--- config.mk ---
export PLATFORM = sky130hd
export DESIGN_NAME = mem_sequencer_flat
export DESIGN_NICKNAME = d
export VERILOG_FILES = /design/src/rtl/mem_sequencer_if.sv /design/src/rtl/mem_sequencer.sv /design/src/flat_wrapper.sv
export SDC_FILE = /design/constraint.sdc
export NUM_CORES = 1
export LEC_CHECK = 0
export CORE_ASPECT_RATIO = 1.5
export CORE_MARGIN = 1.5
export CORE_UTILIZATION = 40
export DETAILED_ROUTE_END_ITERATION = 16
export GPL_TIMING_DRIVEN = 0
export PLACE_DENSITY_LB_ADDON = 0.3
export SLEW_MARGIN = 20
export SYNTH_ARGS = -nofsm -noshare
export SYNTH_HDL_FRONTEND = slang
export SYNTH_SLANG_ARGS = --single-unit
--- constraint.sdc ---
create_clock -name clk -period 2.57 [get_ports clk]
set_input_delay 0.514 -clock clk [delete_from_list [all_inputs] [get_ports clk]]
set_output_delay 0.514 -clock clk [all_outputs]
set_load 0.03 [all_outputs]
--- src/rtl/mem_sequencer_if.sv ---
// Bus bundle between mem_sequencer, memory_module and the byte streams.
// master = sequencer side, slave = memory/entry/display side.
interface mem_sequencer_if;
   logic       start;
   logic       busy;
   logic       done;
   logic [7:0] in_data;
   logic       in_valid;
   logic       in_ready;
   logic [7:0] IN;
   logic [4:0] add1, add2, add3;
   logic [4:0] bdd1, bdd2, bdd3;
   logic [4:0] cond;
   logic [1:0] arw, brw, crw;
   logic [7:0] a_1, a_2, a_3;
   logic [7:0] b_1, b_2, b_3;
   logic [7:0] dis_out;
   logic [7:0] out_data;
   logic       out_valid;
   logic       out_ready;

   modport master (
      input  start, in_data, in_valid,
      input  a_1, a_2, a_3, b_1, b_2, b_3,
      input  dis_out, out_ready,
      output busy, done, in_ready, IN,
      output add1, add2, add3, bdd1, bdd2, bdd3,
      output cond, arw, brw, crw,
      output out_data, out_valid
   );

   modport slave (
      output start, in_data, in_valid,
      output a_1, a_2, a_3, b_1, b_2, b_3,
      output dis_out, out_ready,
      input  busy, done, in_ready, IN,
      input  add1, add2, add3, bdd1, bdd2, bdd3,
      input  cond, arw, brw, crw,
      input  out_data, out_valid
   );
endinterface

--- src/rtl/mem_sequencer.sv ---
// Load A/B rows, sum each row into SUM, stream SUM out.
// MEM_SEQ_SAT_EN: saturate row sums at 255 instead of wrapping.
module mem_sequencer #(
   parameter int N = 4
) (
   input logic       clk,
   input logic       rst,
   mem_sequencer_if.master m
);
   typedef enum logic [3:0] {
      S_IDLE, S_LOAD, S_RD_REQ, S_RD_WAIT, S_SUM_WR,
      S_DISP_REQ, S_DISP_WAIT, S_DISP_OUT, S_DONE
   } state_t;

   localparam logic [4:0] LAST = 5'(N - 1);
   localparam logic [4:0] SCR  = 5'd31;
   localparam logic [1:0] RD   = 2'b11;
   localparam logic [1:0] WR   = 2'b10;

   state_t          r_state, w_next;
   logic [4:0]      r_row, w_row;
   logic [2:0]      r_slot, w_slot;
   logic [2:0]      w_bi;
   logic [7:0]      r_sum, w_sum;
   logic [7:0]      r_out, w_out;
   logic [7:0]      r_in, w_in;
   logic [4:0]      r_cond, w_cond;
   logic [2:0][4:0] r_add, w_add;
   logic [2:0][4:0] r_bdd, w_bdd;
   logic [1:0]      w_arw, w_brw, w_crw;
   logic            w_in_ready, w_out_valid, w_done;
   logic [7:0]      w_row_sum;

`ifdef MEM_SEQ_SAT_EN
   logic [10:0] w_sum11;
   assign w_sum11 = 11'(m.a_1) + 11'(m.a_2) + 11'(m.a_3)
                  + 11'(m.b_1) + 11'(m.b_2) + 11'(m.b_3);
   assign w_row_sum = (w_sum11 > 11'd255) ? 8'hFF : w_sum11[7:0];
`else
   assign w_row_sum = m.a_1 + m.a_2 + m.a_3
                    + m.b_1 + m.b_2 + m.b_3;
`endif

   assign w_bi = r_slot - 3'd3;

   always_comb begin
      w_next      = r_state;
      w_row       = r_row;
      w_slot      = r_slot;
      w_sum       = r_sum;
      w_out       = r_out;
      w_in        = r_in;
      w_cond      = r_cond;
      w_add       = r_add;
      w_bdd       = r_bdd;
      w_arw       = 2'b00;
      w_brw       = 2'b00;
      w_crw       = 2'b00;
      w_in_ready  = 1'b0;
      w_out_valid = 1'b0;
      w_done      = 1'b0;
      unique case (r_state)
         S_IDLE: begin
            if (m.start) begin
               w_next = S_LOAD;
               w_row  = '0;
               w_slot = '0;
            end
         end
         S_LOAD: begin
            w_in_ready = 1'b1;
            if (m.in_valid) begin
               w_in = m.in_data;
               // siblings point at scratch row 31 so they never clobber data
               if (r_slot < 3'd3) begin
                  w_arw = WR;
                  for (int i = 0; i < 3; i++)
                     w_add[i] = (r_slot == 3'(i)) ? r_row : SCR;
               end else begin
                  w_brw = WR;
                  for (int i = 0; i < 3; i++)
                     w_bdd[i] = (w_bi == 3'(i)) ? r_row : SCR;
               end
               if (r_slot == 3'd5) begin
                  w_slot = '0;
                  if (r_row == LAST) begin
                     w_row  = '0;
                     w_next = S_RD_REQ;
                  end else begin
                     w_row = r_row + 5'd1;
                  end
               end else begin
                  w_slot = r_slot + 3'd1;
               end
            end
         end
         S_RD_REQ: begin
            w_arw  = RD;
            w_brw  = RD;
            w_add  = {3{r_row}};
            w_bdd  = {3{r_row}};
            w_next = S_RD_WAIT;
         end
         S_RD_WAIT: begin
            w_sum  = w_row_sum;
            w_next = S_SUM_WR;
         end
         S_SUM_WR: begin
            w_crw  = WR;
            w_cond = r_row;
            w_in   = r_sum;
            if (r_row < LAST) begin
               w_row  = r_row + 5'd1;
               w_next = S_RD_REQ;
            end else begin
               w_row  = '0;
               w_next = S_DISP_REQ;
            end
         end
         S_DISP_REQ: begin
            w_crw  = RD;
            w_cond = r_row;
            w_next = S_DISP_WAIT;
         end
         S_DISP_WAIT: begin
            w_out  = m.dis_out;
            w_next = S_DISP_OUT;
         end
         S_DISP_OUT: begin
            w_out_valid = 1'b1;
            if (m.out_ready) begin
               if (r_row < LAST) begin
                  w_row  = r_row + 5'd1;
                  w_next = S_DISP_REQ;
               end else begin
                  w_row  = '0;
                  w_next = S_DONE;
               end
            end
         end
         S_DONE: begin
            w_done = 1'b1;
            w_next = S_IDLE;
         end
         default: w_next = S_IDLE;
      endcase
   end

   always_ff @(posedge clk or negedge rst) begin
      if (!rst) begin
         r_state <= S_IDLE;
         r_row   <= '0;
         r_slot  <= '0;
         r_sum   <= '0;
         r_out   <= '0;
         r_in    <= '0;
         r_cond  <= '0;
         r_add   <= '0;
         r_bdd   <= '0;
      end else begin
         r_state <= w_next;
         r_row   <= w_row;
         r_slot  <= w_slot;
         r_sum   <= w_sum;
         r_out   <= w_out;
         r_in    <= w_in;
         r_cond  <= w_cond;
         r_add   <= w_add;
         r_bdd   <= w_bdd;
      end
   end

   assign m.arw       = w_arw;
   assign m.brw       = w_brw;
   assign m.crw       = w_crw;
   assign m.add1      = w_add[0];
   assign m.add2      = w_add[1];
   assign m.add3      = w_add[2];
   assign m.bdd1      = w_bdd[0];
   assign m.bdd2      = w_bdd[1];
   assign m.bdd3      = w_bdd[2];
   assign m.cond      = w_cond;
   assign m.IN        = w_in;
   assign m.in_ready  = w_in_ready;
   assign m.out_valid = w_out_valid;
   assign m.out_data  = r_out;
   assign m.done      = w_done;
   assign m.busy      = (r_state != S_IDLE);
endmodule

--- src/flat_wrapper.sv ---
// flat-port wrapper written by rule: the top's interface ports become plain ports
module mem_sequencer_flat 
#(
   parameter int N = 4
)
  (clk, rst, m_start, m_in_data, m_in_valid, m_a_1, m_a_2, m_a_3, m_b_1, m_b_2, m_b_3, m_dis_out, m_out_ready, m_busy, m_done, m_in_ready, m_IN, m_add1, m_add2, m_add3, m_bdd1, m_bdd2, m_bdd3, m_cond, m_arw, m_brw, m_crw, m_out_data, m_out_valid);
  mem_sequencer_if m_i ();
  input logic clk;
  input logic rst;
  input wire logic [$bits(m_i.start)-1:0] m_start;
  input wire logic [$bits(m_i.in_data)-1:0] m_in_data;
  input wire logic [$bits(m_i.in_valid)-1:0] m_in_valid;
  input wire logic [$bits(m_i.a_1)-1:0] m_a_1;
  input wire logic [$bits(m_i.a_2)-1:0] m_a_2;
  input wire logic [$bits(m_i.a_3)-1:0] m_a_3;
  input wire logic [$bits(m_i.b_1)-1:0] m_b_1;
  input wire logic [$bits(m_i.b_2)-1:0] m_b_2;
  input wire logic [$bits(m_i.b_3)-1:0] m_b_3;
  input wire logic [$bits(m_i.dis_out)-1:0] m_dis_out;
  input wire logic [$bits(m_i.out_ready)-1:0] m_out_ready;
  output wire logic [$bits(m_i.busy)-1:0] m_busy;
  output wire logic [$bits(m_i.done)-1:0] m_done;
  output wire logic [$bits(m_i.in_ready)-1:0] m_in_ready;
  output wire logic [$bits(m_i.IN)-1:0] m_IN;
  output wire logic [$bits(m_i.add1)-1:0] m_add1;
  output wire logic [$bits(m_i.add2)-1:0] m_add2;
  output wire logic [$bits(m_i.add3)-1:0] m_add3;
  output wire logic [$bits(m_i.bdd1)-1:0] m_bdd1;
  output wire logic [$bits(m_i.bdd2)-1:0] m_bdd2;
  output wire logic [$bits(m_i.bdd3)-1:0] m_bdd3;
  output wire logic [$bits(m_i.cond)-1:0] m_cond;
  output wire logic [$bits(m_i.arw)-1:0] m_arw;
  output wire logic [$bits(m_i.brw)-1:0] m_brw;
  output wire logic [$bits(m_i.crw)-1:0] m_crw;
  output wire logic [$bits(m_i.out_data)-1:0] m_out_data;
  output wire logic [$bits(m_i.out_valid)-1:0] m_out_valid;
  assign m_i.start = m_start;
  assign m_i.in_data = m_in_data;
  assign m_i.in_valid = m_in_valid;
  assign m_i.a_1 = m_a_1;
  assign m_i.a_2 = m_a_2;
  assign m_i.a_3 = m_a_3;
  assign m_i.b_1 = m_b_1;
  assign m_i.b_2 = m_b_2;
  assign m_i.b_3 = m_b_3;
  assign m_i.dis_out = m_dis_out;
  assign m_i.out_ready = m_out_ready;
  assign m_busy = m_i.busy;
  assign m_done = m_i.done;
  assign m_in_ready = m_i.in_ready;
  assign m_IN = m_i.IN;
  assign m_add1 = m_i.add1;
  assign m_add2 = m_i.add2;
  assign m_add3 = m_i.add3;
  assign m_bdd1 = m_i.bdd1;
  assign m_bdd2 = m_i.bdd2;
  assign m_bdd3 = m_i.bdd3;
  assign m_cond = m_i.cond;
  assign m_arw = m_i.arw;
  assign m_brw = m_i.brw;
  assign m_crw = m_i.crw;
  assign m_out_data = m_i.out_data;
  assign m_out_valid = m_i.out_valid;
  mem_sequencer #(.N(N)) u_core (.clk(clk), .rst(rst), .m(m_i));
endmodule
==> impl_metrics.py, run 1 <==
metrics = {
    "outcome": {
        "status": "finished, violations left",
        "violations": "setup timing",
    },
    "timing": {
        "setup_viol_count_final": 43,
        "setup_tns_ps": -10560,
        "final_critical_path_setup_slack_ps": -546,
        "rsz0062_at_grt": "true",
        "finalMaxSlewViolations": 0,
        "fin_crit_ps": 3120,
        "fmax_mhz": 321,
        "hold-worst-slack_ps": 75.9,
        "clock_skew_ps": 4.58,
        "finalHoldViolations": 0,
        "period_share_pct": 121,
        "worst-slew-pin-transition_ps": 626,
        "relSlewSlack_pct": 58.1,
    },
    "layout": {
        "final_core_util_pct": 66.6,
        "syn2layout_area_growth_pct": 63.1,
        "drive_gt1_share_pct": 40.6,
        "final_cells": 849,
        "n_fill_cell": 877,
        "antennaDiodeCount": 0,
        "nNetsFinal": 802,
    },
    "clocking": {
        "root_buffer": "clkbuf_16",
        "hold_buffers": 0,
        "htreeDepth": 3,
        "cts_tree": "built",
        "clock_latency_ps": 330,
        "cts.sinks": 71,
        "ctsLongestPathBuffers": 2,
        "path_clk_slew_ps": 60,
        "cts_buffers": 9,
    },
    "global_route": {
        "grt_pass1_wl_um": 21400,
        "antenna_found_initial": 0,
        "grt_max_degree": 49,
        "grt_pass1_vias": 4532,
        "grt-ovfl-total": 0,
        "grt_usage_pct": 23.5,
    },
    "synthesis": {
        "synth_top_area_share_pct": 39.8,
        "synth_flop_cell": "dfrtp_1",
        "synth_cell_types": 50,
        "synth.area.top_cells": "dfrtp_1, fa_1, nor2_1",
        "synth_seq_cells": 71,
        "postSynthCellCount": 478,
        "synth_edf_count": 0,
        "avgSynthCellArea_um2": 9.34,
        "postSynthNetCount": 581,
        "synth_area_leader_cell": "dfrtp_1",
        "seq_area_frac_synth_pct": 39.8,
        "yosys_warnings": 0,
        "syn_area_mm2": 0.00447,
        "async_flop_share_pct": 100,
    },
    "floorplan": {
        "chipHeight_um": 132,
        "core_mm2": 0.0109,
        "dieArea_mm2": 0.0118,
        "die_x_um": 89.3,
        "rows": 47,
        "initial_core_util_pct": 40.8,
        "ios": 130,
    },
    "worst_setup_path": {
        "end_kind": "flip-flop",
        "worstPathArrival_ps": 3330,
        "critPathLaunchType": "primary input",
        "worstPathMaxFanout": 2,
        "cp.required_ps": 2780,
        "crit_type": "in2reg",
    },
    "placement": {
        "hpwl_um": 9290,
        "port_buffers": 129,
        "place.gp.congestion": 0.840,
        "dp_cells": 755,
    },
    "drt": {
        "via_count": 4383,
        "dr.pass1.iters": 5,
        "antenna_left": 0,
        "via_per_inst": 5.16,
        "drc": 0,
        "drt_first_iter_violations": 174,
        "routed_wl_um": 13900,
        "wire_per_inst_um": 16.4,
    },
    "pwr": {
        "p_leak_nw": 3.54,
        "finalPower_w": 0.00994,
        "powerDensity_mw_per_mm2": 1360,
        "vdd_drop_max_uv": 558,
    },
    "hold_path": {
        "worstHoldPathType": "in2async",
    },
    "flow_run": {
        "maxCapViolations": 0,
    },
}
flip-flops by register name (all words and copies together), names as in the netlist:
register,count
u_core.r_cond,5
u_core.r_sum,8
u_core.r_row,5
u_core.r_state,4
u_core.r_add,15
u_core.r_in,8
u_core.r_slot,3
u_core.m.out_data,8
u_core.r_bdd,15
cell families (layout without fill, tap and decap cells):
family | after synthesis | count (layout) | share of synthesized area, %
mux | 18 | 18 | 4.48
fa+ha+maj | 34 | 34 | 14.1
simple gates | 152 | 152 | 15.7
compound gates | 104 | 104 | 15.1
buf+inv | 86 | 310 | 7.96
flops | 71 | 71 | 39.8
xor+xnor | 13 | 13 | 2.86
synth_stat cells (2+ instances only):
library cell and instances:
nand3_1 9, ha_1 7, a22oi_1 8, xnor2_1 7
buf_2 7, nor3_1 4, nor2_1 68, a31oi_1 2
nand2_1 39, nand3b_1 3, o21ai_0 42, mux2_2 16
or3b_2 3, clkbuf_1 11, inv_1 63, mux2i_1 2
or3_1 2, fa_1 27, a21o_1 3, xor2_1 5
buf_6 2, o211ai_1 30, buf_4 2, a21oi_1 5
dfrtp_1 71, o21ai_1 3, nand2b_1 14
cell type report:
cell class	instances	area [um^2]	share of cell area, %
plain buffers	18	186	2.56
clock buffers	12	236	3.25
clock inverters	2	10.0	0.137
inverters	64	268	3.68
multi-input cells	321	2650	36.3
flip-flops and latches	71	1780	24.4
well taps	147	184	2.53
repair buffers	214	1970	27.1
per-stage QoR:
stage	setup WS, ps	instance area, um^2
global placement	-1450	6060
CTS	-549	6960
finish	-546	7280
global route	-649	7280
floorplan	-636	4590
detailed placement	-1430	6090
layer usage:
layer  vias up  wire length [um]  GRT usage (%)
met5         -                 0              0
met4         0               660           10.9
met3        46               770           4.63
met2       181              7820           44.1
met1      2130              4650           23.7
li1       2026                 -              -
report_power, final:
group          total (W)  internal (W)  switching (W)  leakage, nW
combinational    0.00699       0.00330        0.00368         2.50
clock            0.00109      0.000639       0.000446        0.122
sequential       0.00187       0.00160       0.000269        0.921
cell usage in the layout (no fill, tap or decap), drive strengths merged, types with 16 or more instances in the layout:
cell type | synthesis | final
mux2 | 16 | 16
o211ai | 30 | 30
fa | 27 | 27
dfrtp | 71 | 71
nor2 | 68 | 68
buf | 11 | 145
clkdlybuf4s50 | 0 | 44
nand2 | 40 | 40
dlygate4sd2 | 0 | 17
o21ai | 46 | 46
inv | 63 | 63
clkbuf | 11 | 24
timing repair:
action	in CTS	in global routing
hold endpoints to repair	0	0
pin swaps	71	60
setup endpoints to repair	59	59
cloned	2	1
buffers inserted	65	20
resized for setup	395	83
worst paths after layout:
path | startpoint | endpoint | slack, ps | depth (start not counted)
setup / recovery | m_b_2[2] | u_core.r_sum[4]$_DFFE_PN0P_ | -550 | 15
hold / removal | rst | u_core.r_add[7]$_DFF_PN0_ | 80 | 1
setup reg to reg | u_core.r_state[1]$_DFFE_PN0P_ | u_core.r_add[0]$_DFF_PN0_ | 70 | 16
hold reg to reg | u_core.r_in[2]$_DFF_PN0_ | u_core.r_in[2]$_DFF_PN0_ | 500 | 2
max in group asynchronous | rst | u_core.r_state[2]$_DFFE_PN0P_ | 1920 | 2
min in group clk | u_core.r_in[2]$_DFF_PN0_ | u_core.r_in[2]$_DFF_PN0_ | 500 | 2
critical path, stage by stage:
cell     delay, ps
buf_6           70
inv_2           30
fa_1           580
inv_2           50
fa_1           490
inv_1           50
fa_1           440
inv_2           80
ha_4           130
inv_2           40
fa_2           360
buf_4          150
buf_6          110
xor2_1         170
o21ai_1         70
(Power assumes the default switching activity.)
==> run 2, diff against run 1 <==
--- a/config.mk
+++ b/config.mk
@@ -9,4 +9,5 @@
 export CORE_MARGIN = 1.5
 export CORE_UTILIZATION = 40
+export CTS_CLUSTER_SIZE = 16
 export DETAILED_ROUTE_END_ITERATION = 16
 export GPL_TIMING_DRIVEN = 0
==> constraint.sdc (replaced) <==
create_clock -name clk -period 2.57 [get_ports clk]
set_input_delay 0.257 -clock clk [delete_from_list [all_inputs] [get_ports clk]]
set_output_delay 0.257 -clock clk [all_outputs]
set_load 0.03 [all_outputs]
==> run 2 against run 1 <==
Effect of this change:
- the run still ends with setup timing left
- setup slack improved by 140 ps
- clock-buffer cell count decreased by 1
- combinational power decreased by 20%
- die area unchanged
- clock power increased by 4%
- flip-flop and latch count unchanged
- register-to-register slack improved by 290 ps
- hold slack improved by 260 ps
- via count decreased by 3.7%
- critical path depth increased by 1
- sequential power about the same
- fmax increased by 4.7%
- critical path type unchanged
- critical endpoint is now u_core.r_sum[6]$_DFFE_PN0P_
==> impl_metrics.py, run 2 (synthesized netlist as in run 1, its figures left out) <==
metrics = {
    "floorplan": {
        "initial_core_util_pct": 40.8,
        "dieArea_mm2": 0.0118,
        "rows": 47,
        "chipHeight_um": 132,
        "ios": 130,
        "core_mm2": 0.0109,
        "die_x_um": 89.3,
    },
    "pwr": {
        "vdd_drop_max_uv": 520,
        "powerDensity_mw_per_mm2": 1300,
        "p_leak_nw": 3.19,
        "finalPower_w": 0.00854,
    },
    "global_route": {
        "grt-ovfl-total": 0,
        "antenna_found_initial": 0,
        "grt_usage_pct": 22.2,
        "grt_max_degree": 55,
        "grt_pass1_wl_um": 20100,
        "grt_pass1_vias": 4303,
    },
    "timing": {
        "finalMaxSlewViolations": 0,
        "setup_tns_ps": -1440,
        "worst-slew-pin-transition_ps": 760,
        "fmax_mhz": 336,
        "relSlewSlack_pct": 49.1,
        "fin_crit_ps": 2980,
        "finalHoldViolations": 0,
        "clock_skew_ps": 4.12,
        "setup_viol_count_final": 7,
        "final_critical_path_setup_slack_ps": -406,
        "period_share_pct": 116,
        "rsz0062_at_grt": "true",
    },
    "worst_setup_path": {
        "max_stage_delay_ps": 590,
        "cp_cell_sequence": "buf_8 > inv_8 > fa_1 > inv_2 > fa_1 > inv_1 > fa_1 > inv_2 > ha_4 > inv_2 > fa_2 > inv_2 > a21o_1 > a21oi_2 > xor2_1 > o21ai_1",
        "rrSetupSlack_ps": 360,
        "r2r_cells": 6,
        "timing.rr.start": "u_core.r_row[0]$_DFFE_PN0P_",
        "r2r_end": "u_core.r_state[0]$_DFFE_PN0P_",
        "cpMostUsedCell": "inv_2",
        "crit_slowest_cell": "fa_1",
        "cp_top_family": "adder cells",
        "crit_type": "in2reg",
        "end_kind": "flip-flop",
        "critPathLaunchType": "primary input",
        "worstPathMaxFanout": 3,
        "cp.required_ps": 2770,
        "critPathBufInv": 7,
        "worstPathArrival_ps": 3180,
    },
    "drt": {
        "via_per_inst": 5.28,
        "wire_per_inst_um": 15.7,
        "via_count": 4223,
        "drc": 0,
        "drt_first_iter_violations": 211,
        "routed_wl_um": 12600,
        "dr.pass1.iters": 5,
        "antenna_left": 0,
    },
    "outcome": {
        "violations": "setup timing",
        "status": "finished, violations left",
    },
    "clocking": {
        "root_buffer": "clkbuf_16",
        "path_clk_slew_ps": 60,
        "ctsLongestPathBuffers": 2,
        "cts_tree": "built",
        "htreeDepth": 3,
        "cts_buffers": 9,
        "clock_latency_ps": 330,
        "cts.sinks": 71,
    },
    "placement": {
        "place.gp.congestion": 0.877,
        "hpwl_um": 9480,
        "port_buffers": 129,
    },
    "layout": {
        "drive_gt1_share_pct": 29.1,
        "reg.largest.list": "u_core.r_add (15), u_core.r_bdd (15)",
        "syn2layout_area_growth_pct": 47.5,
        "antennaDiodeCount": 0,
        "layout_common_cells": "dfrtp_1, nor2_1, buf_4, clkdlybuf4s50_1, inv_1",
        "nNetsFinal": 751,
        "layout_commonest_cell": "dfrtp_1",
    },
    "flow_run": {
        "maxCapViolations": 0,
    },
    "hold_path": {
        "worstHoldPathType": "in2async",
    },
}
-- run 2: changes by cell type in the layout (fill, tap and decap cells not counted), moves of 6 or more --
cell and change:
buf_4 -46, buf_6 -24, buf_2 +13, a22oi_1 +8, a22oi_2 -8, clkdlybuf4s50_1 +7, nand2_1 +7, nand2_2 -7
nand2b_1 +7, nor2_1 +7, o21ai_0 +7, nor2_2 -6
-- run 2: layer usage --
layer / vias up / global-route usage (%) / share of wire (%) / wire length (um)
met3: 50 / 5.07 / 7.0 / 881
met1: 2034 / 23.2 / 33 / 4220
met2: 214 / 39.4 / 54 / 6840
met4: 0 / 12.4 / 5.2 / 659
met5: - / 0 / 0 / 0
li1: 1925 / - / - / -
-- run 2: final cells by class --
class / count / area (um^2)
inverters: 64 / 260
fillers: 982 / 4350
plain buffers: 18 / 126
flip-flops and latches: 71 / 1780
clock inverters: 5 / 35.0
well taps: 147 / 184
multi-input cells: 321 / 2490
repair buffers: 163 / 1470
clock buffers: 11 / 233
-- run 2: through the flow --
step	cell area (um^2)	hold slack [ps]	instances	worst slack [ps]	util, %
after CTS	6410	350	790	-380	58.6
after global routing	6590	369	800	-481	60.2
after detailed placement	6030	148	755	-1250	55.1
after floorplan	4530	-38.6	478	-406	-
final	6590	340	800	-406	60.2
after global placement	6000	458	754	-1200	54.9
-- run 2: worst max path at each step --
stage              from                                to  slack, ps  cells past startpoint
6_report       m_b_1[2]       u_core.r_sum[6]$_DFFE_PN0P_       -410                     16
4_1_cts        m_b_2[2]       u_core.r_sum[6]$_DFFE_PN0P_       -380                     16
5_1_grt        m_b_1[2]       u_core.r_sum[6]$_DFFE_PN0P_       -480                     16
2_1_floorplan  m_b_1[2]       u_core.r_sum[6]$_DFFE_PN0P_       -410                     15
3_5_place_dp   m_b_1[2]       u_core.r_sum[6]$_DFFE_PN0P_      -1250                     16
3_3_place_gp        rst  u_core.m.out_data[1]$_DFFE_PN0P_      -1200                      1
-- run 2: worst reg2reg max path, delay by kind of cell (launching register included) --
family | cells | cell delay (ps)
compound gates | 2 | 290
fa+ha+maj | 1 | 270
flops | 1 | 500
simple gates | 3 | 1090
-- run 2: power by group --
group / leakage [nW] / switching [W] / internal (W)
Clock: 0.129 / 0.000475 / 0.000653
Sequential: 0.919 / 0.000240 / 0.00160
Combinational: 2.14 / 0.00330 / 0.00228
-- run 2: what timing repair did --
action / 4_1_cts / 5_1_grt
gates cloned: 1 / 1
endpoints found under the setup margin: 55 / 44
gates resized for setup: 289 / 73
hold buffers: 1 / 0
setup buffers: 18 / 12
endpoints found under the hold margin: 17 / 0
pin swaps: 35 / 30
==> run 3, diff against run 2 <==
Settings changed: RECOVER_POWER set to 100.
==> run 3 against run 2 <==
Effect of this change:
- the flow still finishes with violations (setup timing)
- first-iteration DRC count fell by 9.0%
- largest power group unchanged
- routed wire length rose by 0.44%
- flip-flop and latch count stayed put
- clock power about the same
- largest cell class unchanged
- clock skew hardly changed
- setup slack improved by 4.4 ps
- global-route usage is the same
==> impl_metrics.py, run 3 (synthesized netlist as in run 1, its figures left out) <==
metrics = {
    "worst_setup_path": {
        "end_kind": "flip-flop",
        "rrSetupSlack_ps": 200,
        "critPathLaunchType": "primary input",
        "crit_type": "in2reg",
        "worstPathArrival_ps": 3180,
        "worstPathMaxFanout": 3,
        "r2r_end": "u_core.r_state[0]$_DFFE_PN0P_",
        "critPathCapture": "u_core.r_sum[6]$_DFFE_PN0P_",
        "timing.rr.start": "u_core.r_row[0]$_DFFE_PN0P_",
        "r2r_cells": 6,
        "startpoint": "m_b_1[2]",
        "cp.required_ps": 2780,
    },
    "hold_path": {
        "hp-start": "u_core.r_in[5]$_DFF_PN0_",
        "worstHoldPathType": "reg2reg",
    },
    "clocking": {
        "path_clk_slew_ps": 60,
        "cts_buffers": 9,
        "cts_tree": "built",
        "clock_latency_ps": 340,
        "htreeDepth": 3,
        "root_buffer": "clkbuf_16",
        "cts.sinks": 71,
        "ctsLongestPathBuffers": 2,
    },
    "pwr": {
        "vdd_drop_max_uv": 525,
        "finalPower_w": 0.00842,
        "p_leak_nw": 3.15,
        "powerDensity_mw_per_mm2": 1300,
    },
    "global_route": {
        "grt-ovfl-total": 0,
        "grt_usage_pct": 22.2,
        "antenna_found_initial": 0,
        "grt_pass1_wl_um": 20100,
        "grt_max_degree": 55,
        "grt_pass1_vias": 4303,
    },
    "layout": {
        "finish.instance_area_mm2": 0.00647,
        "nNetsFinal": 751,
        "n_fill_cell": 999,
        "reg.largest.list": "u_core.r_add (15), u_core.r_bdd (15)",
        "final_core_util_pct": 59.1,
        "syn2layout_area_growth_pct": 44.9,
        "final_cells": 800,
        "antennaDiodeCount": 0,
        "layout_common_cells": "nor2_1, dfrtp_1, buf_4, clkdlybuf4s50_1, o21ai_0",
        "drive_gt1_share_pct": 26.3,
    },
    "floorplan": {
        "ios": 130,
        "chipHeight_um": 132,
        "core_mm2": 0.0109,
        "dieArea_mm2": 0.0118,
        "die_x_um": 89.3,
        "initial_core_util_pct": 40.8,
        "rows": 47,
    },
    "placement": {
        "placed_area_mm2": 0.00603,
        "place.gp.congestion": 0.877,
        "hpwl_um": 9480,
        "port_buffers": 129,
        "dp_cells": 755,
    },
    "drt": {
        "routed_wl_um": 12700,
        "antenna_left": 0,
        "via_per_inst": 5.32,
        "dr.pass1.iters": 6,
        "wire_per_inst_um": 15.8,
        "drt_first_iter_violations": 192,
        "drc": 0,
        "via_count": 4257,
    },
    "timing": {
        "finalHoldViolations": 0,
        "period_share_pct": 116,
        "clock_skew_ps": 4.15,
        "final_critical_path_setup_slack_ps": -402,
        "fin_crit_ps": 2970,
        "fmax_mhz": 337,
        "rsz0062_at_grt": "true",
        "setup_viol_count_final": 52,
        "relSlewSlack_pct": 38.9,
        "finalMaxSlewViolations": 0,
        "worst-slew-pin-transition_ps": 916,
    },
    "outcome": {
        "status": "finished, violations left",
        "violations": "setup timing",
    },
    "flow_run": {
        "maxCapViolations": 0,
    },
}
[run 3: area by class of cell]
type,instances,area (um^2),share of cell area (%)
inverters,64,256,3.97
flip-flops and latches,71,1780,27.5
plain buffers,18,114,1.76
well taps,147,184,2.84
clock inverters,5,35.0,0.542
clock buffers,11,233,3.60
repair buffers,163,1410,21.8
multi-input cells,321,2450,37.9
[run 3: what timing repair did]
item,in CTS,in global routing
setup endpoints to repair,55,44
pin swaps,35,30
gates cloned,1,1
buffers inserted,18,12
gates resized for setup,289,73
hold buffers,1,0
endpoints found under the hold margin,17,0
[run 3: per-stage QoR]
step                      hold slack, ps  TNS, ps  worst slack, ps
after floorplan                    -38.6    -1430             -406
after global placement               458  -101900            -1200
after detailed placement             148   -18760            -1250
after CTS                            350    -1420             -380
after global routing                 494   -18430             -481
final                                478   -13240             -402
[run 3: routing by layer]
layer	vias to the layer above	wire [um]	track usage [%]
li1	1934	-	-
met3	45	950	5.07
met1	2060	4240	23.2
met4	0	621	12.4
met5	-	0	0
met2	218	6840	39.4
[run 3: how the worst min path moves through the flow]
| stage | cells past startpoint | to |
|---|---|---|
| 5_1_grt | 2 | u_core.r_in[2]$_DFF_PN0_ |
| 2_1_floorplan | 0 | u_core.m.out_data[0]$_DFFE_PN0P_ |
| 3_5_place_dp | 1 | u_core.r_bdd[9]$_DFF_PN0_ |
| 3_3_place_gp | 2 | u_core.r_in[6]$_DFF_PN0_ |
| 4_1_cts | 2 | u_core.r_state[3]$_DFFE_PN0P_ |
| 6_report | 2 | u_core.r_in[5]$_DFF_PN0_ |
[run 3: power breakdown]
group / internal [W] / switching (W)
sequential: 0.00160 / 0.000231
clock: 0.000653 / 0.000486
combinational: 0.00218 / 0.00327
total: 0.00443 / 0.00399
[run 3: critical path: stages]
cell and delay [ps]:
buf_8 80, inv_8 20, fa_1 560, inv_2 50, fa_1 590, inv_1 70, fa_1 490, inv_2 50
ha_4 160, inv_2 50, fa_2 200, inv_2 30, a21o_1 170, a21oi_2 130, xor2_1 180, o21ai_1 80
